===== config.mk =====
export PLATFORM = sky130hd
export DESIGN_NAME = matrix_loader_flat
export DESIGN_NICKNAME = d
export VERILOG_FILES = /design/src/rtl/matrix_pkg.sv /design/src/rtl/matrix_loader_if.sv /design/src/rtl/matrix_index_counter.sv /design/src/rtl/matrix_loader.sv /design/src/flat_wrapper.sv
export SDC_FILE = /design/constraint.sdc
export NUM_CORES = 1
export LEC_CHECK = 0
export CAP_MARGIN = 20
export CORE_ASPECT_RATIO = 0.9
export CORE_UTILIZATION = 45
export DETAILED_ROUTE_END_ITERATION = 12
export GPL_ROUTABILITY_DRIVEN = 0
export GPL_TIMING_DRIVEN = 0
export PLACE_DENSITY = 0.77
export SETUP_SLACK_MARGIN = 0.05
export SLEW_MARGIN = 20
export SYNTH_ARGS = -nofsm -noshare
export SYNTH_HDL_FRONTEND = slang
export SYNTH_HIERARCHICAL = 1
export SYNTH_SLANG_ARGS = --single-unit

===== constraint.sdc =====
create_clock -name clock -period 3 [get_ports clock]
set_clock_uncertainty 0.1 [all_clocks]
set_input_delay 0.75 -clock clock [delete_from_list [all_inputs] [get_ports clock]]
set_output_delay 0.75 -clock clock [all_outputs]
set_load 0.01 [all_outputs]

===== src/rtl/matrix_pkg.sv =====
// Shared matrix geometry, size codes and loader state for the loader and determinant ALU.
package matrix_pkg;

    localparam int ELEM_W  = 8;
    localparam int MAX_DIM = 5;
    localparam int FLAT_W  = MAX_DIM * MAX_DIM * ELEM_W;

    localparam logic [2:0] SIZE_2X2 = 3'b010;
    localparam logic [2:0] SIZE_3X3 = 3'b011;
    localparam logic [2:0] SIZE_4X4 = 3'b100;
    localparam logic [2:0] SIZE_5X5 = 3'b101;

    typedef enum logic [1:0] {
        ST_IDLE = 2'd0,
        ST_LOAD = 2'd1,
        ST_HOLD = 2'd2
    } loader_state_e;

    function automatic logic size_valid(input logic [2:0] size_code);
        return (size_code >= SIZE_2X2) && (size_code <= SIZE_5X5);
    endfunction

endpackage


===== src/rtl/matrix_loader_if.sv =====
// Host-side byte stream plus consumer-side matrix handoff for matrix_loader.
interface matrix_loader_if;

    logic                        start;
    logic [2:0]                  matrix_size;
    logic [matrix_pkg::ELEM_W-1:0] in_data;
    logic                        in_valid;
    logic                        in_ready;
    logic [matrix_pkg::FLAT_W-1:0] A_flat;
    logic [2:0]                  size_out;
    logic                        matrix_valid;
    logic                        matrix_ack;
    logic                        busy;
    logic                        size_error;

    modport master (
        output start, matrix_size, in_data, in_valid, matrix_ack,
        input  in_ready, A_flat, size_out, matrix_valid, busy, size_error
    );

    modport slave (
        input  start, matrix_size, in_data, in_valid, matrix_ack,
        output in_ready, A_flat, size_out, matrix_valid, busy, size_error
    );

endinterface


===== src/rtl/matrix_index_counter.sv =====
// Row/col walker over an N x N matrix; last_o flags the (N-1,N-1) position.
module matrix_index_counter (
    input  logic       clock,
    input  logic       reset,
    input  logic       load_i,
    input  logic       en_i,
    input  logic [2:0] n_i,
    output logic [2:0] row_o,
    output logic [2:0] col_o,
    output logic       last_o
);

    logic [2:0] row_q, row_d;
    logic [2:0] col_q, col_d;
    logic [2:0] n_m1;

    assign n_m1 = n_i - 3'd1;

    always_comb begin
        row_d = row_q;
        col_d = col_q;
        if (load_i) begin
            row_d = 3'd0;
            col_d = 3'd0;
        end else if (en_i) begin
            if (col_q == n_m1) begin
                col_d = 3'd0;
                row_d = row_q + 3'd1;
            end else begin
                col_d = col_q + 3'd1;
            end
        end
    end

    always_ff @(posedge clock) begin
        if (reset) begin
            row_q <= 3'd0;
            col_q <= 3'd0;
        end else begin
            row_q <= row_d;
            col_q <= col_d;
        end
    end

    assign row_o  = row_q;
    assign col_o  = col_q;
    assign last_o = (row_q == n_m1) && (col_q == n_m1);

endmodule


===== src/rtl/matrix_loader.sv =====
// Packs a byte stream into a zero-padded 5x5 flat matrix and holds it until acked.
// Define LOADER_TRANSPOSE_EN to place each byte at (col,row), accepting column-major input.
module matrix_loader
    import matrix_pkg::*;
(
    input  logic            clock,
    input  logic            reset,
    matrix_loader_if.slave  bus
);

    loader_state_e     state_q, state_d;
    logic [FLAT_W-1:0] a_flat_q, a_flat_d;
    logic [2:0]        size_q, size_d;
    logic              matrix_valid_q;
    logic              busy_q;
    logic              size_error_q, size_error_d;

    logic              in_ready;
    logic              xfer;
    logic              cnt_load;
    logic              last;
    logic [2:0]        row, col;
    logic [4:0]        wr_idx;

    assign in_ready = (state_q == ST_LOAD);
    assign xfer     = bus.in_valid && in_ready;

    matrix_index_counter u_idx (
        .clock  (clock),
        .reset  (reset),
        .load_i (cnt_load),
        .en_i   (xfer),
        .n_i    (size_q),
        .row_o  (row),
        .col_o  (col),
        .last_o (last)
    );

`ifdef LOADER_TRANSPOSE_EN
    assign wr_idx = 5'(col) * 5'(MAX_DIM) + 5'(row);
`else
    assign wr_idx = 5'(row) * 5'(MAX_DIM) + 5'(col);
`endif

    always_comb begin
        state_d      = state_q;
        a_flat_d     = a_flat_q;
        size_d       = size_q;
        size_error_d = 1'b0;
        cnt_load     = 1'b0;
        case (state_q)
            ST_IDLE: begin
                if (bus.start) begin
                    if (size_valid(bus.matrix_size)) begin
                        state_d  = ST_LOAD;
                        size_d   = bus.matrix_size;
                        a_flat_d = '0;
                        cnt_load = 1'b1;
                    end else begin
                        size_error_d = 1'b1;
                    end
                end
            end
            ST_LOAD: begin
                if (xfer) begin
                    for (int p = 0; p < MAX_DIM * MAX_DIM; p++) begin
                        if (wr_idx == 5'(p)) begin
                            a_flat_d[p*ELEM_W +: ELEM_W] = bus.in_data;
                        end
                    end
                    if (last) begin
                        state_d = ST_HOLD;
                    end
                end
            end
            ST_HOLD: begin
                // A start arriving with the ack is dropped: start is only sampled in IDLE.
                if (bus.matrix_ack) begin
                    state_d = ST_IDLE;
                end
            end
            default: state_d = ST_IDLE;
        endcase
    end

    always_ff @(posedge clock) begin
        if (reset) begin
            state_q        <= ST_IDLE;
            a_flat_q       <= '0;
            size_q         <= 3'd0;
            matrix_valid_q <= 1'b0;
            busy_q         <= 1'b0;
            size_error_q   <= 1'b0;
        end else begin
            state_q        <= state_d;
            a_flat_q       <= a_flat_d;
            size_q         <= size_d;
            matrix_valid_q <= (state_d == ST_HOLD);
            busy_q         <= (state_d != ST_IDLE);
            size_error_q   <= size_error_d;
        end
    end

    assign bus.in_ready     = in_ready;
    assign bus.A_flat       = a_flat_q;
    assign bus.size_out     = size_q;
    assign bus.matrix_valid = matrix_valid_q;
    assign bus.busy         = busy_q;
    assign bus.size_error   = size_error_q;

endmodule

===== src/flat_wrapper.sv =====
// flat-port wrapper written by rule: the top's interface ports become plain ports
module matrix_loader_flat import matrix_pkg::*;
  (clock, reset, bus_start, bus_matrix_size, bus_in_data, bus_in_valid, bus_matrix_ack, bus_in_ready, bus_A_flat, bus_size_out, bus_matrix_valid, bus_busy, bus_size_error);
  matrix_loader_if bus_i ();
  input  logic clock;
  input  logic reset;
  input wire logic [$bits(bus_i.start)-1:0] bus_start;
  input wire logic [$bits(bus_i.matrix_size)-1:0] bus_matrix_size;
  input wire logic [$bits(bus_i.in_data)-1:0] bus_in_data;
  input wire logic [$bits(bus_i.in_valid)-1:0] bus_in_valid;
  input wire logic [$bits(bus_i.matrix_ack)-1:0] bus_matrix_ack;
  output wire logic [$bits(bus_i.in_ready)-1:0] bus_in_ready;
  output wire logic [$bits(bus_i.A_flat)-1:0] bus_A_flat;
  output wire logic [$bits(bus_i.size_out)-1:0] bus_size_out;
  output wire logic [$bits(bus_i.matrix_valid)-1:0] bus_matrix_valid;
  output wire logic [$bits(bus_i.busy)-1:0] bus_busy;
  output wire logic [$bits(bus_i.size_error)-1:0] bus_size_error;
  assign bus_i.start = bus_start;
  assign bus_i.matrix_size = bus_matrix_size;
  assign bus_i.in_data = bus_in_data;
  assign bus_i.in_valid = bus_in_valid;
  assign bus_i.matrix_ack = bus_matrix_ack;
  assign bus_in_ready = bus_i.in_ready;
  assign bus_A_flat = bus_i.A_flat;
  assign bus_size_out = bus_i.size_out;
  assign bus_matrix_valid = bus_i.matrix_valid;
  assign bus_busy = bus_i.busy;
  assign bus_size_error = bus_i.size_error;
  matrix_loader u_core (.clock(clock), .reset(reset), .bus(bus_i));
endmodule

* Word level (Yosys, flattened, before mapping)
Cells that the tools add are included.
Cells by class: add/sub/neg operators 4, multipliers 1, order comparisons 2, equality and inequality tests 57, multiplexer cells 40, bitwise gates (word level) 2, reduce and logical (&&, ||, !) cells 36
Operators by type and width (count):
- 200-bit two-way mux | 3
- 200-bit one-hot mux with 2 select lines | 1
- 8-bit two-way mux | 25
- 5-bit AND reduction | 25
- 2-bit inequality test, second input constant | 27
- 5-bit == test, second input constant | 9
- 5-bit by 4-bit == test with 1-bit output, second input constant | 8
- 5-bit by 3-bit == test with 1-bit output, second input constant | 4
- 5-bit by 2-bit == test with 1-bit output, second input constant | 2
- 2-bit two-way mux | 5
- 3-bit by 1-bit adder with 3-bit output, second input constant | 2
- 3-bit == test | 2
- 2-bit one-hot mux with 3 select lines | 1
- 5-bit by 3-bit adder with 5-bit output | 1
- 5-bit by 1-bit == test with 1-bit output, second input constant | 1
- 5-bit logical NOT | 1
- 3-bit by 3-bit multiplier with 5-bit output, second input constant | 1
- 2-bit == test, second input constant | 2
- 1-bit two-way mux | 4
- 2-bit nonzero test | 2
- 3-bit by 2-bit greater-or-equal comparator with 1-bit output, second input constant | 1
- 3-bit less-or-equal comparator, second input constant | 1
- 1-bit logical AND | 3
- 3-bit two-way mux | 1
- other kinds (9) | 10
Storage, ports and cells: register bits 214, input bits 16

* Depth between registers and ports, before layout
depth in word-level cells 7, mapped depth 10

* Hierarchy
The synthesis kept the hierarchy.
By module, submodules not included:
- matrix_loader | instances 1, cells an instance 773, area an instance 8649.5 sq um, seq. area each 4164.0 sq um
- matrix_index_counter | instances 1, cells an instance 42, area an instance 419.2 sq um, seq. area each 120.1 sq um

* Least setup slack after synthesis
Ideal clock, no wire load.
path type reg-to-reg, start reg u_core.u_idx.row_q[2] (netlist: u_core/u_idx/row_o[2]), end reg u_core.a_flat_q[160] (netlist: u_core/bus.A_flat[160]), data arrival time 2875 ps, required time 2828 ps, path slack -47 ps, stages on the path, launching flop included 8, buffers on the path 0, clock period less this slack 3047 ps, cells stage by stage dfxtp_1 ha_1 ha_1 fa_1 xnor2_2 nand2_2 o41ai_4 mux2i_1
On the way: cells in the longest elaborated chain, start to end 5
Ends and longest elaborated chain:
- start: declaration | RTL line matrix_index_counter.sv:13 | logic [2:0] row_q, row_d;
- start signal: assignment | RTL line matrix_index_counter.sv:40 | row_q <= row_d;
- 3-bit by 3-bit multiplier with 5-bit output | RTL line matrix_loader.sv:42 | assign wr_idx = 5'(row) * 5'(MAX_DIM) + 5'(col);
- 5-bit by 3-bit adder with 5-bit output | RTL line matrix_loader.sv:42
- 5-bit == test | RTL line matrix_loader.sv:67 | if (wr_idx == 5'(p)) begin
- 2-bit inequality test (no source line)
- 5-bit AND reduction (no source line)
- end signal: assignment | RTL line matrix_loader.sv:96 | a_flat_q <= a_flat_d;
- end: declaration | RTL line matrix_loader.sv:12 | logic [FLAT_W-1:0] a_flat_q, a_flat_d;
No other way between the ends. A chain may end at the register's enable or synchronous reset.

* Final worst setup path
start reg u_core.u_idx.row_q[0] (netlist: u_core/u_idx/row_o[0]), end reg u_core.a_flat_q[198] (netlist: u_core/bus.A_flat[198])
Same word-level chain as after synthesis.

==> results by stage <==
Finish:
- Fill cells in the final layout number about 1600.
- The area added between synthesis and finish is 40.3%.
- At the end of the flow, the number of nets in the layout was about 1100.
- Measured on the finished design, the core utilization comes to 0.654.
- 0 antenna diodes ended up in the layout.
- Registers take around 0.0043 mm^2.
- The area taken by multi-input logic gates is about 0.0046 mm^2.
- The share of post-route cells with drive strength above 1 is 0.102.

Clocking:
- The number of buffers inserted by hold repair at cts is 0.
- TritonCTS built the clock tree.
- Clock tree synthesis found a total of 214 sinks.
- The register clock-pin slew on the reported worst setup and hold paths is around 0.06 ns.
- The CTS H-tree depth is 1.
- The latest clock arrival within the worst-skew pair is about 0.50 ns.
- The clock passes through at most 3 buffers.
- The cell at the root of the clock tree is sky130_fd_sc_hd__clkbuf_16.
- The number of CTS-inserted buffers is 23.

Floorplan:
- The die height is about 140 um.
- The I/O pin count is about 220.
- The area of the die is 0.0207 mm^2.
- The die extent in x is 152 um.
- The initial utilization of the core area, before any placement, comes to 0.466.
- The floorplan has 48 rows.
- The standard cell core area is about 0.019 mm^2.

Global route:
- Summed over all layers, the global routing overflow is 0.
- Entering global routing, the biggest net connects 14 pins.
- The initial antenna violation count came to 0.
- The number of global-route vias before repair was 6792.
- The combined global-route utilization of all metal layers is 0.238.
- The first global-routing pass estimated approximately 38000 um of wire.

Pwr:
- The standby leakage power is about 5.0 nW.
- The overall power consumption is between 0.006 and 0.007 W.
- The maximum vdd drop is roughly 0.33 mV.
- In this run the power density over the cells is 513 mW/mm^2.

Synthesis:
- The cell taking the most area after synthesis is sky130_fd_sc_hd__dfxtp_1.
- After synthesis, the cell types taking the most area are sky130_fd_sc_hd__dfxtp_1, sky130_fd_sc_hd__mux2i_1, sky130_fd_sc_hd__nand2b_1.
- The post-synthesis async set-or-reset flop share is 0.
- The netlist area before placement is just over 0.009 mm^2.
- The area share of the largest cell type after synthesis is 0.472.
- Yosys printed 6 warnings.
- The number of nets produced by synthesis is about 840.
- The synthesized design contains 0 enable-type register cells.
- The synthesis-stage register bit count is approximately 210.
- The synthesized instance count is roughly 820.
- The share of the Yosys chip area taken by registers is 0.472.
- A synthesized cell averages approximately 11 um^2.
- The number of distinct library cells after synthesis is 50.
- The top flip-flop cell by instance count after synthesis is sky130_fd_sc_hd__dfxtp_1.

Timing:
- In the post-route analysis, the smallest setup slack over all paths is roughly 0.17 ns.
- The number of hold-slack violations in the final timing report was 0.
- The number of max-slew violations in the final report was 0.
- The total setup violations reported at the end of the flow is 0.
- Setup repair after global routing left no endpoint under its margin.
- Subtracting the final worst setup slack from the clock period gives ~2.8 ns.
- In the finished design, the share of the clock period the worst path needs comes to 0.943.
- Based on the critical path, the design can be clocked at up to between 0.3 and 0.4 GHz.
- The tightest slew margin relative to the limit is 0.481.
- The slew at the pin closest to its max-slew limit is around 0.8 ns.
- The setup total negative slack is 0 ns.
- On the final layout, the worst hold slack is around 0.37 ns.

Routing:
- After detailed routing, the average wire length per cell comes to 18.7 um.
- The via count is 6828.
- The final antenna-violating net count is 0.
- For this block, the initial DRC count from the detailed router was approximately 260.
- The pre-antenna-repair detailed-routing pass consisted of 4 iterations.
- The vias per cell is between 5 and 6.
- After detailed routing, the total wire length is approximately 25000 um.
- After detailed routing, the number of remaining DRC violations is 0.

Hold path:
- In this run the most critical hold path is launched from u_core/bus.A_flat[101]$_SDFFE_PP0P_.
- The path class of the tightest hold or removal check is flop to flop.

Job:
- The count of maximum capacitance violations is 0.

Setup path:
- Along the worst path, the maximum fanout reaches 10.
- At the worst endpoint, the required time is 3.25 ns.
- The setup path with the least slack is of type flop to flop.
- The critical path startpoint category is a flop.
- The arrival time of the worst setup path is around 3.1 ns.
- The startpoint identified for the worst register-to-register timing path is u_core/u_idx/row_o[0]$_SDFFE_PP0P_.
- STA classifies the critical path endpoint as a flop.
- The origin of the worst setup path is u_core/u_idx/row_o[0]$_SDFFE_PP0P_.

Placed design:
- The worst slack at placement is -0.461 ns.
- Input and output buffers added on the ports amount to about 220.
- After legalization and detailed placement, the total HPWL measured 17200 um.

Status:
- The run finished with clean final reports.
==> cell usage in the layout (no fill, tap or decap), types with 5 or more instances in the layout <==
master,count
sky130_fd_sc_hd__clkbuf_16,23
sky130_fd_sc_hd__buf_4,15
sky130_fd_sc_hd__clkbuf_8,8
sky130_fd_sc_hd__a41o_1,5
sky130_fd_sc_hd__a21oi_1,5
sky130_fd_sc_hd__nor2_1,18
sky130_fd_sc_hd__mux2i_1,202
sky130_fd_sc_hd__clkdlybuf4s50_1,222
sky130_fd_sc_hd__buf_12,10
sky130_fd_sc_hd__nand2b_1,203
sky130_fd_sc_hd__nand2_1,17
sky130_fd_sc_hd__nand3_1,6
sky130_fd_sc_hd__clkbuf_1,45
sky130_fd_sc_hd__nor3_1,7
sky130_fd_sc_hd__xor2_1,5
sky130_fd_sc_hd__dfxtp_1,212
sky130_fd_sc_hd__ha_1,10
sky130_fd_sc_hd__a21oi_4,6
==> report_power, final <==
| group | switching [W] | internal [W] |
|---|---|---|
| Sequential | 0.0000383 | 0.00290 |
| Clock | 0.00112 | 0.00170 |
| Combinational | 0.000389 | 0.000391 |
| Total | 0.00154 | 0.00499 |
==> repair_timing <==
action	4_1_cts	5_1_grt
setup buffers	13	5
pin swaps	11	8
endpoints found under the setup margin	200	149
gates resized for setup	14	16
==> final cells by class <==
cell class                 instances  share of cell area
buffer                            57              0.0237
clock buffer                      36              0.0554
clock inverter                     6             0.00462
inverter                           5             0.00147
multi-input combinational        539               0.358
sequential                       214               0.337
tap                              250              0.0246
timing repair buffer             240               0.195
==> worst max-delay path: stages (launching register included) <==
cell                      delay [ns]
sky130_fd_sc_hd__dfxtp_2        0.35
sky130_fd_sc_hd__ha_1           0.33
sky130_fd_sc_hd__ha_4           0.29
sky130_fd_sc_hd__fa_2           0.42
sky130_fd_sc_hd__buf_4          0.19
sky130_fd_sc_hd__or3_1          0.40
sky130_fd_sc_hd__o31a_1         0.25
sky130_fd_sc_hd__buf_4          0.19
sky130_fd_sc_hd__mux2i_1        0.14
==> cell families (layout without fill, tap and decap cells) <==
group                    after synthesis  after routing  share of synthesized area
AO/OA/AOI/OAI                         45             45                     0.0624
flip-flops                           214            214                      0.472
adder cells (fa/ha/maj)               12             12                     0.0174
multiplexers                         202            202                      0.223
buffers and inverters                 62            344                     0.0294
XOR/XNOR                              12             12                     0.0186
AND/OR/NAND/NOR                      268            268                      0.177
==> per-stage QoR <==
step,std cells,area [um^2]
after CTS,1342,12600
after global routing,1347,12700
after floorplan,815,9070
after detailed placement,1287,11600
final,1347,12700
after global placement,1287,11600
==> metal layers <==
layer	GRT usage	part of all wire	vias to the layer above
li1	-	-	3274
met1	0.321	0.45	3298
met2	0.375	0.46	215
met3	0.0527	0.065	41
met4	0.0759	0.025	0
met5	0	0	-
==> cells in the mapped netlist, types with 2 or more instances <==
cell type	n
sky130_fd_sc_hd__xor2_2	2
sky130_fd_sc_hd__nand2b_1	203
sky130_fd_sc_hd__xnor2_2	2
sky130_fd_sc_hd__o21ai_4	4
sky130_fd_sc_hd__nor3_1	7
sky130_fd_sc_hd__ha_1	11
sky130_fd_sc_hd__mux2i_1	202
sky130_fd_sc_hd__o21ai_0	3
sky130_fd_sc_hd__a41oi_4	3
sky130_fd_sc_hd__or3_1	2
sky130_fd_sc_hd__nand3_1	6
sky130_fd_sc_hd__nor2_1	18
sky130_fd_sc_hd__a31o_2	3
sky130_fd_sc_hd__o41ai_4	4
sky130_fd_sc_hd__buf_2	12
sky130_fd_sc_hd__a31oi_1	3
sky130_fd_sc_hd__a21oi_4	5
sky130_fd_sc_hd__nand2_1	17
sky130_fd_sc_hd__dfxtp_1	214
sky130_fd_sc_hd__or2_2	2
sky130_fd_sc_hd__a41o_1	5
sky130_fd_sc_hd__inv_1	4
sky130_fd_sc_hd__clkbuf_1	41
sky130_fd_sc_hd__buf_4	3
sky130_fd_sc_hd__xor2_1	5
sky130_fd_sc_hd__nor2b_1	5
sky130_fd_sc_hd__a21o_1	2
sky130_fd_sc_hd__a21oi_1	5
==> registers in the layout, summed over array words and instances (netlist names) <==
name                     count
u_core/bus.A_flat          200
u_core/bus.busy              1
u_core/bus.matrix_valid      1
u_core/bus.size_error        1
u_core/bus.size_out          3
u_core/state_q               2
u_core/u_idx/col_o           3
u_core/u_idx/row_o           3
==> final timing paths <==
path	end	slack, ns	cells after the start
hold reg to reg	u_core/bus.A_flat[101]$_SDFFE_PP0P_	0.37	2
hold / removal	u_core/bus.A_flat[101]$_SDFFE_PP0P_	0.37	2
setup reg to reg	u_core/bus.A_flat[198]$_SDFFE_PP0P_	0.17	8
setup / recovery	u_core/bus.A_flat[198]$_SDFFE_PP0P_	0.17	8
No activity file was read; power rests on OpenSTA's default activity.
